### src/rtl/mips_pkg.sv
// Shared widths, the zero-register constant and the writeback request type for the MIPS writeback stage.
package mips_pkg;

  localparam int REG_AW = 5;
  localparam int DATA_W = 32;

  typedef logic [REG_AW-1:0] reg_addr_t;
  typedef logic [DATA_W-1:0] data_t;

  localparam reg_addr_t ZERO_REG = '0;

  // One candidate register-file write: a load response, the held ALU result or a fresh ALU result.
  typedef struct packed {
    logic      vld;
    reg_addr_t dest;
    data_t     data;
  } wb_req_t;

  // Register 0 is hardwired, so a write aimed at it never reaches the register file.
  function automatic logic writes_reg(input wb_req_t r);
    return r.vld && (r.dest != ZERO_REG);
  endfunction

endpackage

### src/rtl/mips_wb_ldq.sv
// Pending-load destination FIFO with per-entry address match vectors for hazard detection.
// Zero latency on head; a push while full is dropped (even with a same-cycle pop), a pop while empty is ignored.
module mips_wb_ldq
  import mips_pkg::*;
#(
  parameter int DEPTH = 2
) (
  input  logic              CLK,
  input  logic              rst,
  input  logic              push,
  input  logic [REG_AW-1:0] push_dest,
  input  logic              pop,
  input  logic [REG_AW-1:0] addr1,
  input  logic [REG_AW-1:0] addr2,
  output logic              full,
  output logic              empty,
  output logic [REG_AW-1:0] head,
  output logic [DEPTH-1:0]  match1,
  output logic [DEPTH-1:0]  match2
);

  localparam int PW = (DEPTH > 1) ? $clog2(DEPTH) : 1;
  localparam logic [PW:0] FULL_CNT = (PW+1)'(DEPTH);
  localparam logic [PW:0] ONE_CNT  = (PW+1)'(1);

  logic [REG_AW-1:0] dest_q [DEPTH];
  logic [DEPTH-1:0]  vld_q;
  logic [PW-1:0]     rd_ptr;
  logic [PW-1:0]     wr_ptr;
  logic [PW:0]       count;
  logic              do_push;
  logic              do_pop;

  assign full    = (count == FULL_CNT);
  assign empty   = (count == '0);
  assign do_push = push && !full;
  assign do_pop  = pop && !empty;
  assign head    = dest_q[rd_ptr];

  always_ff @(posedge CLK) begin
    if (rst) begin
      vld_q  <= '0;
      rd_ptr <= '0;
      wr_ptr <= '0;
      count  <= '0;
    end else begin
      // Pointers are power-of-two wide, so the increment wraps modulo DEPTH.
      if (do_push) begin
        vld_q[wr_ptr] <= 1'b1;
        wr_ptr        <= wr_ptr + PW'(1);
      end
      if (do_pop) begin
        vld_q[rd_ptr] <= 1'b0;
        rd_ptr        <= rd_ptr + PW'(1);
      end
      case ({do_push, do_pop})
        2'b10:   count <= count + ONE_CNT;
        2'b01:   count <= count - ONE_CNT;
        default: count <= count;
      endcase
    end
  end

  always_ff @(posedge CLK) begin
    if (do_push) dest_q[wr_ptr] <= push_dest;
  end

  for (genvar i = 0; i < DEPTH; i++) begin : g_match
    assign match1[i] = vld_q[i] && (dest_q[i] == addr1);
    assign match2[i] = vld_q[i] && (dest_q[i] == addr2);
  end

endmodule

### src/rtl/mips_writeback.sv
// MIPS writeback arbiter: load responses beat the held ALU result, which beats a fresh one; MIPS_WB_BYPASS_EN adds fwd outputs.
// Latency 1 (registered write port); alu_ready drops only while the one-entry skid buffer is occupied.
module mips_writeback
  import mips_pkg::*;
#(
  parameter int LD_DEPTH = 2
) (
  input  logic              CLK,
  input  logic              rst,
  input  logic              alu_valid,
  output logic              alu_ready,
  input  logic [REG_AW-1:0] alu_dest,
  input  logic [DATA_W-1:0] alu_data,
  input  logic              ld_issue,
  input  logic [REG_AW-1:0] ld_dest,
  output logic              ld_full,
  input  logic              mem_valid,
  input  logic [DATA_W-1:0] mem_data,
  output logic              RegWrite,
  output logic [REG_AW-1:0] WriteAddress,
  output logic [DATA_W-1:0] DataIn,
  input  logic [REG_AW-1:0] Address1,
  input  logic [REG_AW-1:0] Address2,
  output logic              hazard1,
  output logic              hazard2,
  output logic              ld_err
`ifdef MIPS_WB_BYPASS_EN
  ,
  output logic              fwd1,
  output logic              fwd2,
  output logic [DATA_W-1:0] fwd1_data,
  output logic [DATA_W-1:0] fwd2_data
`endif
);

  wb_req_t             skid_q;
  wb_req_t             win;
  logic                ldq_empty;
  logic [REG_AW-1:0]   ldq_head;
  logic [LD_DEPTH-1:0] ldq_match1;
  logic [LD_DEPTH-1:0] ldq_match2;
  logic                load_win;
  logic                alu_acc;
  logic                skid_load;
  logic                skid_drain;
  logic                wb_hit1;
  logic                wb_hit2;

  mips_wb_ldq #(
    .DEPTH(LD_DEPTH)
  ) u_ldq (
    .CLK      (CLK),
    .rst      (rst),
    .push     (ld_issue),
    .push_dest(ld_dest),
    .pop      (mem_valid),
    .addr1    (Address1),
    .addr2    (Address2),
    .full     (ld_full),
    .empty    (ldq_empty),
    .head     (ldq_head),
    .match1   (ldq_match1),
    .match2   (ldq_match2)
  );

  assign alu_ready = !skid_q.vld;
  assign alu_acc   = alu_valid && alu_ready;
  assign load_win  = mem_valid && !ldq_empty;

  // A fresh ALU result can only lose to a load: while the skid is full, alu_ready is low.
  always_comb begin
    win        = '0;
    skid_load  = 1'b0;
    skid_drain = 1'b0;
    if (load_win) begin
      win.vld   = 1'b1;
      win.dest  = ldq_head;
      win.data  = mem_data;
      skid_load = alu_acc;
    end else if (skid_q.vld) begin
      win        = skid_q;
      skid_drain = 1'b1;
    end else if (alu_acc) begin
      win = '{vld: 1'b1, dest: alu_dest, data: alu_data};
    end
  end

  always_ff @(posedge CLK) begin
    if (rst) begin
      skid_q <= '0;
    end else if (skid_load) begin
      skid_q <= '{vld: 1'b1, dest: alu_dest, data: alu_data};
    end else if (skid_drain) begin
      skid_q.vld <= 1'b0;
    end
  end

  // Address/data hold their last real write so a downstream reader never sees a register-0 write.
  always_ff @(posedge CLK) begin
    if (rst) begin
      RegWrite     <= 1'b0;
      WriteAddress <= '0;
      DataIn       <= '0;
    end else begin
      RegWrite <= writes_reg(win);
      if (writes_reg(win)) begin
        WriteAddress <= win.dest;
        DataIn       <= win.data;
      end
    end
  end

  always_ff @(posedge CLK) begin
    if (rst) begin
      ld_err <= 1'b0;
    end else if (mem_valid && ldq_empty) begin
      ld_err <= 1'b1;
    end
  end

`ifdef MIPS_WB_BYPASS_EN
  // The in-flight write is forwarded instead of stalling the reader.
  assign fwd1      = RegWrite && (WriteAddress == Address1) && (Address1 != ZERO_REG);
  assign fwd2      = RegWrite && (WriteAddress == Address2) && (Address2 != ZERO_REG);
  assign fwd1_data = DataIn;
  assign fwd2_data = DataIn;
  assign wb_hit1   = 1'b0;
  assign wb_hit2   = 1'b0;
`else
  assign wb_hit1 = RegWrite && (WriteAddress == Address1);
  assign wb_hit2 = RegWrite && (WriteAddress == Address2);
`endif

  assign hazard1 = (Address1 != ZERO_REG) &&
                   ((|ldq_match1) || (skid_q.vld && (skid_q.dest == Address1)) || wb_hit1);
  assign hazard2 = (Address2 != ZERO_REG) &&
                   ((|ldq_match2) || (skid_q.vld && (skid_q.dest == Address2)) || wb_hit2);

endmodule

### config.mk
export PLATFORM = sky130hd
export DESIGN_NAME = mips_writeback
export DESIGN_NICKNAME = d
export VERILOG_FILES = /design/src/rtl/mips_pkg.sv /design/src/rtl/mips_wb_ldq.sv /design/src/rtl/mips_writeback.sv
export SDC_FILE = /design/constraint.sdc
export NUM_CORES = 1
export LEC_CHECK = 0
export ABC_AREA = 1
export CORE_MARGIN = 3
export CORE_UTILIZATION = 50
export CTS_CLUSTER_DIAMETER = 60
export CTS_CLUSTER_SIZE = 40
export DETAILED_ROUTE_END_ITERATION = 16
export GPL_TIMING_DRIVEN = 0
export PLACE_DENSITY = 0.82
export SLEW_MARGIN = 20
export SYNTH_ARGS = -nofsm -noshare
export SYNTH_HDL_FRONTEND = slang
export SYNTH_HIERARCHICAL = 1
export SYNTH_SLANG_ARGS = --single-unit
### constraint.sdc
create_clock -name CLK -period 5.1 [get_ports CLK]
set_input_delay 1.02 -clock CLK [delete_from_list [all_inputs] [get_ports CLK]]
set_output_delay 1.02 -clock CLK [all_outputs]
set_load 0.05 [all_outputs]
==> impl_metrics.yaml, run 1 <==
drt:
  drt_first_pass_iters: 6
  vias: 5485
  drc: 0
  first_iter_violations: 398
  antenna_left: 0
  wl_per_cell_um: 13.6
  drt_wl_total_um: 14600
  routed_via_density: 5.12
final_layout:
  fillers: 884
  diodes: 0
  layout.cells.non_filler: 1072
  fin_nets: 1024
  area_growth_pct: 33.0
  drive_above_1_share_pct: 7.03
global_routing:
  antenna_found_initial: 0
  first_global_vias: 4916
  grt_max_degree: 17
  gr-total-overflow: 0
  grt_usage_pct: 25.9
  grt_pass1_wl_um: 23800
timing:
  fin_tns_setup_ns: 0
  slew_viol_final: 0
  setup_ws_ns: 0.951
  post-route-min-period_ns: 4.15
  tightest_slew_ns: 0.578
  fmax_ghz: 0.241
  setup_violations: 0
  skew_ns: 0.0133
  hold_violations: 0
  slew_headroom_pct: 61.5
  rsz0062_at_grt: "no"
  period_share_pct: 81.3
floorplanning:
  initial_utilization_pct: 51.7
  coreArea_um2: 9860
  row_count: 36
  dieArea_um2: 11400
  dieHeight_um: 107
  ios: 132
  die_x_um: 107
yosys:
  synth_edf_count: 10
  synth.distinct_cells: 29
  synthCells: 792
  yosysMostFrequentCell: "nand2_1"
  yosys.area.top_type: "dfxtp_1"
  syn-num-nets: 882
  synth_top_area_share_pct: 33.0
  yosys_warnings: 6
  syn_area_um2: 5100
  synth_flop_cell: "dfxtp_1"
  async_flop_share_pct: 0
  syn_avg_cell_area_um2: 6.44
  ys_seq_area_share_pct: 38.9
  ys_ff_latch: 94
  synth_commonest_cells: "nand2_1 (228), nor2_1 (131), a21oi_1 (116), dfxtp_1 (84), inv_1 (76)"
  synthTopCellsByArea: "dfxtp_1 (33%), nand2_1 (17%), a21oi_1 (11%)"
clocking:
  clock_sinks: 94
  post_cts_buffers: 0
  clockBufferDepth: 2
  cts_resized: 0
  htree_levels: 3
  path_clk_slew_ns: 0.09
  clock_latency_ns: 0.37
  cts_hold_buffers: 0
  cts-root-buf: "clkbuf_8"
  cts_made_buffers: 9
  cts_tree: "yes"
place:
  gp_congestion: 0.943
  io_buffers: 131
  dpl_worst_slack_ns: 0.983
  place_inst: 1056
  hpwl_um: 11100
pwr:
  p_per_area_nw_per_um2: 417
  leakagePower_uw: 0.00294
  peakVddDrop_uv: 257
min_path:
  min_path_type: "reg -> reg"
status:
  status: "finished clean"
worst_setup_path:
  arrival_ns: 3.13
  required_ns: 4.08
  cp-start-kind: "input port"
  crit_path_end_kind: "primary output"
  crit_type: "in -> out"
  path_max_fanout: 7
job:
  drv_cap: 0
[placed cells by master (no fill, tap or decap), drive strengths merged, types with 18 or more instances in the layout]
master         instances
clkbuf                32
inv                   82
o21bai                19
buf                   18
clkdlybuf4s50        131
o21ai                 20
nor2                 134
nand3                 29
a21oi                119
dfxtp                 84
nand2                236
[cell type report]
class | instances | area (µm²) | area share [%]
Multi-Input combinational cell | 579 | 2620 | 38.6
Sequential cell | 94 | 1980 | 29.2
Timing Repair Buffer | 131 | 1310 | 19.3
Inverter | 80 | 300 | 4.43
Buffer | 39 | 196 | 2.90
Tap cell | 133 | 166 | 2.45
Clock buffer | 11 | 141 | 2.08
Clock inverter | 5 | 66.3 | 0.977
[critical path, cell delays in order]
cell and delay, ns:
clkdlybuf4s50_1 0.64, inv_1 0.10, nand2_1 0.08, nand2_1 0.06
inv_1 0.06, nand3_1 0.06, nor2_1 0.08, nor2_1 0.05
nand3_1 0.07, nand2_1 0.05, inv_1 0.05, clkdlybuf4s50_1 0.79
[through the flow]
stage          hold slack [ns]  total power [µW]  utilization, %  cell area (µm²)
3_3_place_gp             0.448              2290            66.7             6580
4_1_cts                  0.466              2830            68.8             6790
3_5_place_dp             0.452              2310            66.7             6580
2_1_floorplan            0.441              1890               -             5100
5_1_grt                  0.482              3010            68.8             6790
6_report                 0.468              2830            68.8             6790
[report_power, final]
part	switching, µW	total, µW	internal (µW)
clock	277	524	247
combinational	860	1340	480
sequential	84.0	964	880
[flip-flops by register name, indices dropped and copies added, names as in the netlist, named ones only]
name / flops
u_ldq/count: 2
ld_err: 1
u_ldq/vld_q: 2
skid_q: 38
u_ldq/rd_ptr: 1
RegWrite: 1
DataIn: 32
u_ldq/dest_q: 10
WriteAddress: 5
u_ldq/wr_ptr: 1
[cells by family after synthesis]
kind of cell | after synthesis | share of synthesized area, %
adder cells (fa/ha/maj) | 1 | 0.245
AO/OA/AOI/OAI | 168 | 18.6
XOR/XNOR | 1 | 0.172
flip-flops | 94 | 38.9
buffers and inverters | 119 | 9.74
AND/OR/NAND/NOR | 409 | 32.3
[final timing paths]
path | start | cells after the start | end | slack [ns]
worst max-delay path | Address2[3] | 12 | hazard2 | 0.95
worst min-delay path | skid_q[30]$_SDFFE_PP0P_ | 2 | skid_q[30]$_SDFFE_PP0P_ | 0.47
worst max register to register | u_ldq/count[0]$_SDFFE_PP0P_ | 13 | DataIn[14]$_SDFFE_PP0P_ | 2.88
worst min register to register | skid_q[30]$_SDFFE_PP0P_ | 2 | skid_q[30]$_SDFFE_PP0P_ | 0.47
[metal layers]
metal	up-vias	track usage (%)	part of all wire, %
met5	-	0	0
met4	0	7.95	2.3
met3	22	4.15	7.9
met2	225	39.6	44
met1	2451	37.6	46
li1	2787	-	-
(Power assumes the default switching activity.)
==> run 2: changes to the inputs <==
- CORE_UTILIZATION: 50 -> 45
- PLACE_DENSITY: 0.82 -> 0.78
- clock period: 5.1 -> 3.65 ns (I/O delays scaled with it)
==> run 2 against run 1 <==
Effect of this change:
- final area increased by 1.6%
- non-clock buffer count unchanged
- register-to-register slack got worse by 1.4 ns
- worst setup slack got worse by 0.51 ns
- via count decreased by 1.0%
- sequential cell count unchanged
- sequential power increased by 40%
- largest power group unchanged
- highest routed layer unchanged
- hold slack got worse by 0.0044 ns
- die area increased by 10%
- global-route usage decreased by 1.4 points
- clock power increased by 85%
- total power increased by 48%
==> impl_metrics.yaml, run 2 (synthesized netlist as in run 1, its figures left out) <==
timing:
  post-route-min-period_ns: 3.21
  fin_tns_setup_ns: 0
  slew_headroom_pct: 60.7
  hold_violations: 0
  skew_ns: 0.0103
  rsz0062_at_grt: "no"
  tightest_slew_ns: 0.589
  period_share_pct: 87.9
  setup_violations: 0
  fmax_ghz: 0.312
  setup_ws_ns: 0.442
  slew_viol_final: 0
global_routing:
  grt_pass1_wl_um: 25400
  grt_max_degree: 16
  antenna_found_initial: 0
  grt_usage_pct: 24.5
  first_global_vias: 5208
  gr-total-overflow: 0
clocking:
  clock_sinks: 94
  htree_levels: 3
  cts_hold_buffers: 0
  path_clk_slew_ns: 0.07
  cts-root-buf: "clkbuf_16"
  clockBufferDepth: 2
  clock_latency_ns: 0.35
  cts_tree: "yes"
  cts_resized: 0
  cts_made_buffers: 9
  post_cts_buffers: 0
final_layout:
  diodes: 0
  largest_register_ffs: 38
  fillers: 1034
  area_growth_pct: 35.2
  multi_input_area_um2: 2620
  layout.cells.non_filler: 1079
  design_area_um2: 6900
  reg_top3: "skid_q (38), DataIn (32), u_ldq/dest_q (10)"
  layout_commonest_cell: "nand2_1"
  final_util_pct: 63.1
  final_cell_mix: "nand2_1 (228), nor2_1 (131), clkdlybuf4s50_1 (129), a21oi_1 (116), dfxtp_1 (84)"
  seq_area_um2: 1980
  drive_above_1_share_pct: 7.03
  fin_nets: 1024
  largest-register: "skid_q"
min_path:
  whs_path_depth: 2
  hold_end: "skid_q[10]$_SDFFE_PP0P_"
  min_path_type: "reg -> reg"
  hp-start: "skid_q[10]$_SDFFE_PP0P_"
worst_setup_path:
  cp_top_family: "buffers and inverters"
  crit_buf_inv: 4
  r2r-start: "u_ldq/count[0]$_SDFFE_PP0P_"
  crit_type: "in -> out"
  crit_path_top_delay_cell: "clkdlybuf4s50_1"
  path_max_fanout: 7
  crit_path_end_kind: "primary output"
  arrival_ns: 2.48
  cp-start-kind: "input port"
  cpPeakStageDelay_ns: 0.62
  required_ns: 2.92
  r2r-end: "DataIn[21]$_SDFFE_PP0P_"
  reg2reg_slack_ns: 1.44
  cp_cell_sequence: "clkdlybuf4s50_1 -> inv_1 -> a21oi_1 -> nand2_1 -> nor2_1 -> nor2_1 -> nand3_1 -> nand2_1 -> inv_1 -> dlymetal6s2s_1"
  reg2reg_depth: 13
job:
  drv_cap: 0
drt:
  first_iter_violations: 363
  drt_first_pass_iters: 5
  drc: 0
  vias: 5429
  drt_wl_total_um: 15200
  routed_via_density: 5.03
  wl_per_cell_um: 14.1
  antenna_left: 0
place:
  place_area_um2: 6590
  hpwl_um: 11400
  dpl_worst_slack_ns: 0.0879
  place_inst: 1063
  io_buffers: 131
  gp_congestion: 0.949
status:
  status: "finished clean"
pwr:
  pwr-share-seq_pct: 32.2
  p_int_uw: 2450
  peakVddDrop_uv: 360
  p_per_area_nw_per_um2: 608
  p_comb_share_pct: 44.8
  pwr-share-clk_pct: 23.0
  swShare_pct: 41.7
  power_switching_uw: 1750
  leakagePower_uw: 0.00302
floorplanning:
  dieArea_um2: 12600
  dieHeight_um: 112
  coreArea_um2: 10900
  row_count: 38
  ios: 132
  die_x_um: 112
  initial_utilization_pct: 46.6
## run 2: power groups by stage
stage / clock, µW / combinational, µW / sequential, µW
after detailed placement: 0 / 1860 / 1370
after CTS: 968 / 1870 / 1350
after floorplan: 0 / 886 / 1760
after global placement: 0 / 1850 / 1370
after global routing: 1020 / 2060 / 1380
final: 967 / 1880 / 1350
## run 2: routing by layer
layer,GRT usage (%),vias up,share of wire (%)
met2,37.9,201,44
li1,-,2779,-
met1,33.8,2422,45
met5,0,-,0
met3,4.85,27,8.4
met4,9.46,0,2.6
## run 2: final cells by class
type                       instances  area share, %
sequential                        94           28.7
timing repair buffer             131           19.1
tap                              140           2.54
buffer                            39           2.85
clock inverter                     3          0.327
multi-input combinational        579           38.0
clock buffer                      13           4.08
inverter                          80           4.35
## run 2: worst max path at each step
stage,startpoint,to,depth (start not counted)
finish,Address1[3],hazard1,10
global route,Address2[0],hazard2,12
CTS,Address1[3],hazard1,12
detailed placement,Address1[3],hazard1,12
global placement,Address1[3],hazard1,12
floorplan,Address1[0],hazard1,6
## run 2: worst register-to-register path: stages, from the launching register on
cell	delay, ns
dfxtp_1	0.40
inv_2	0.09
nand2_2	0.10
inv_1	0.07
inv_1	0.07
nand2_2	0.11
or2_2	0.30
nand2_1	0.14
nand2_2	0.11
nor2_2	0.19
buf_4	0.22
buf_6	0.17
nor2_1	0.06
nor2_1	0.11
## run 2: through the flow
stage	power, µW	hold WS, ns
2_1_floorplan	2640	0.441
3_3_place_gp	3210	0.448
3_5_place_dp	3240	0.452
4_1_cts	4190	0.463
5_1_grt	4450	0.478
6_report	4190	0.463
==> run 3: changes to the inputs <==
- CTS_CLUSTER_DIAMETER: 60 -> 200
==> results of run 3 <==
Same layout as run 2: the final DEF is identical, and so are final timing and power.
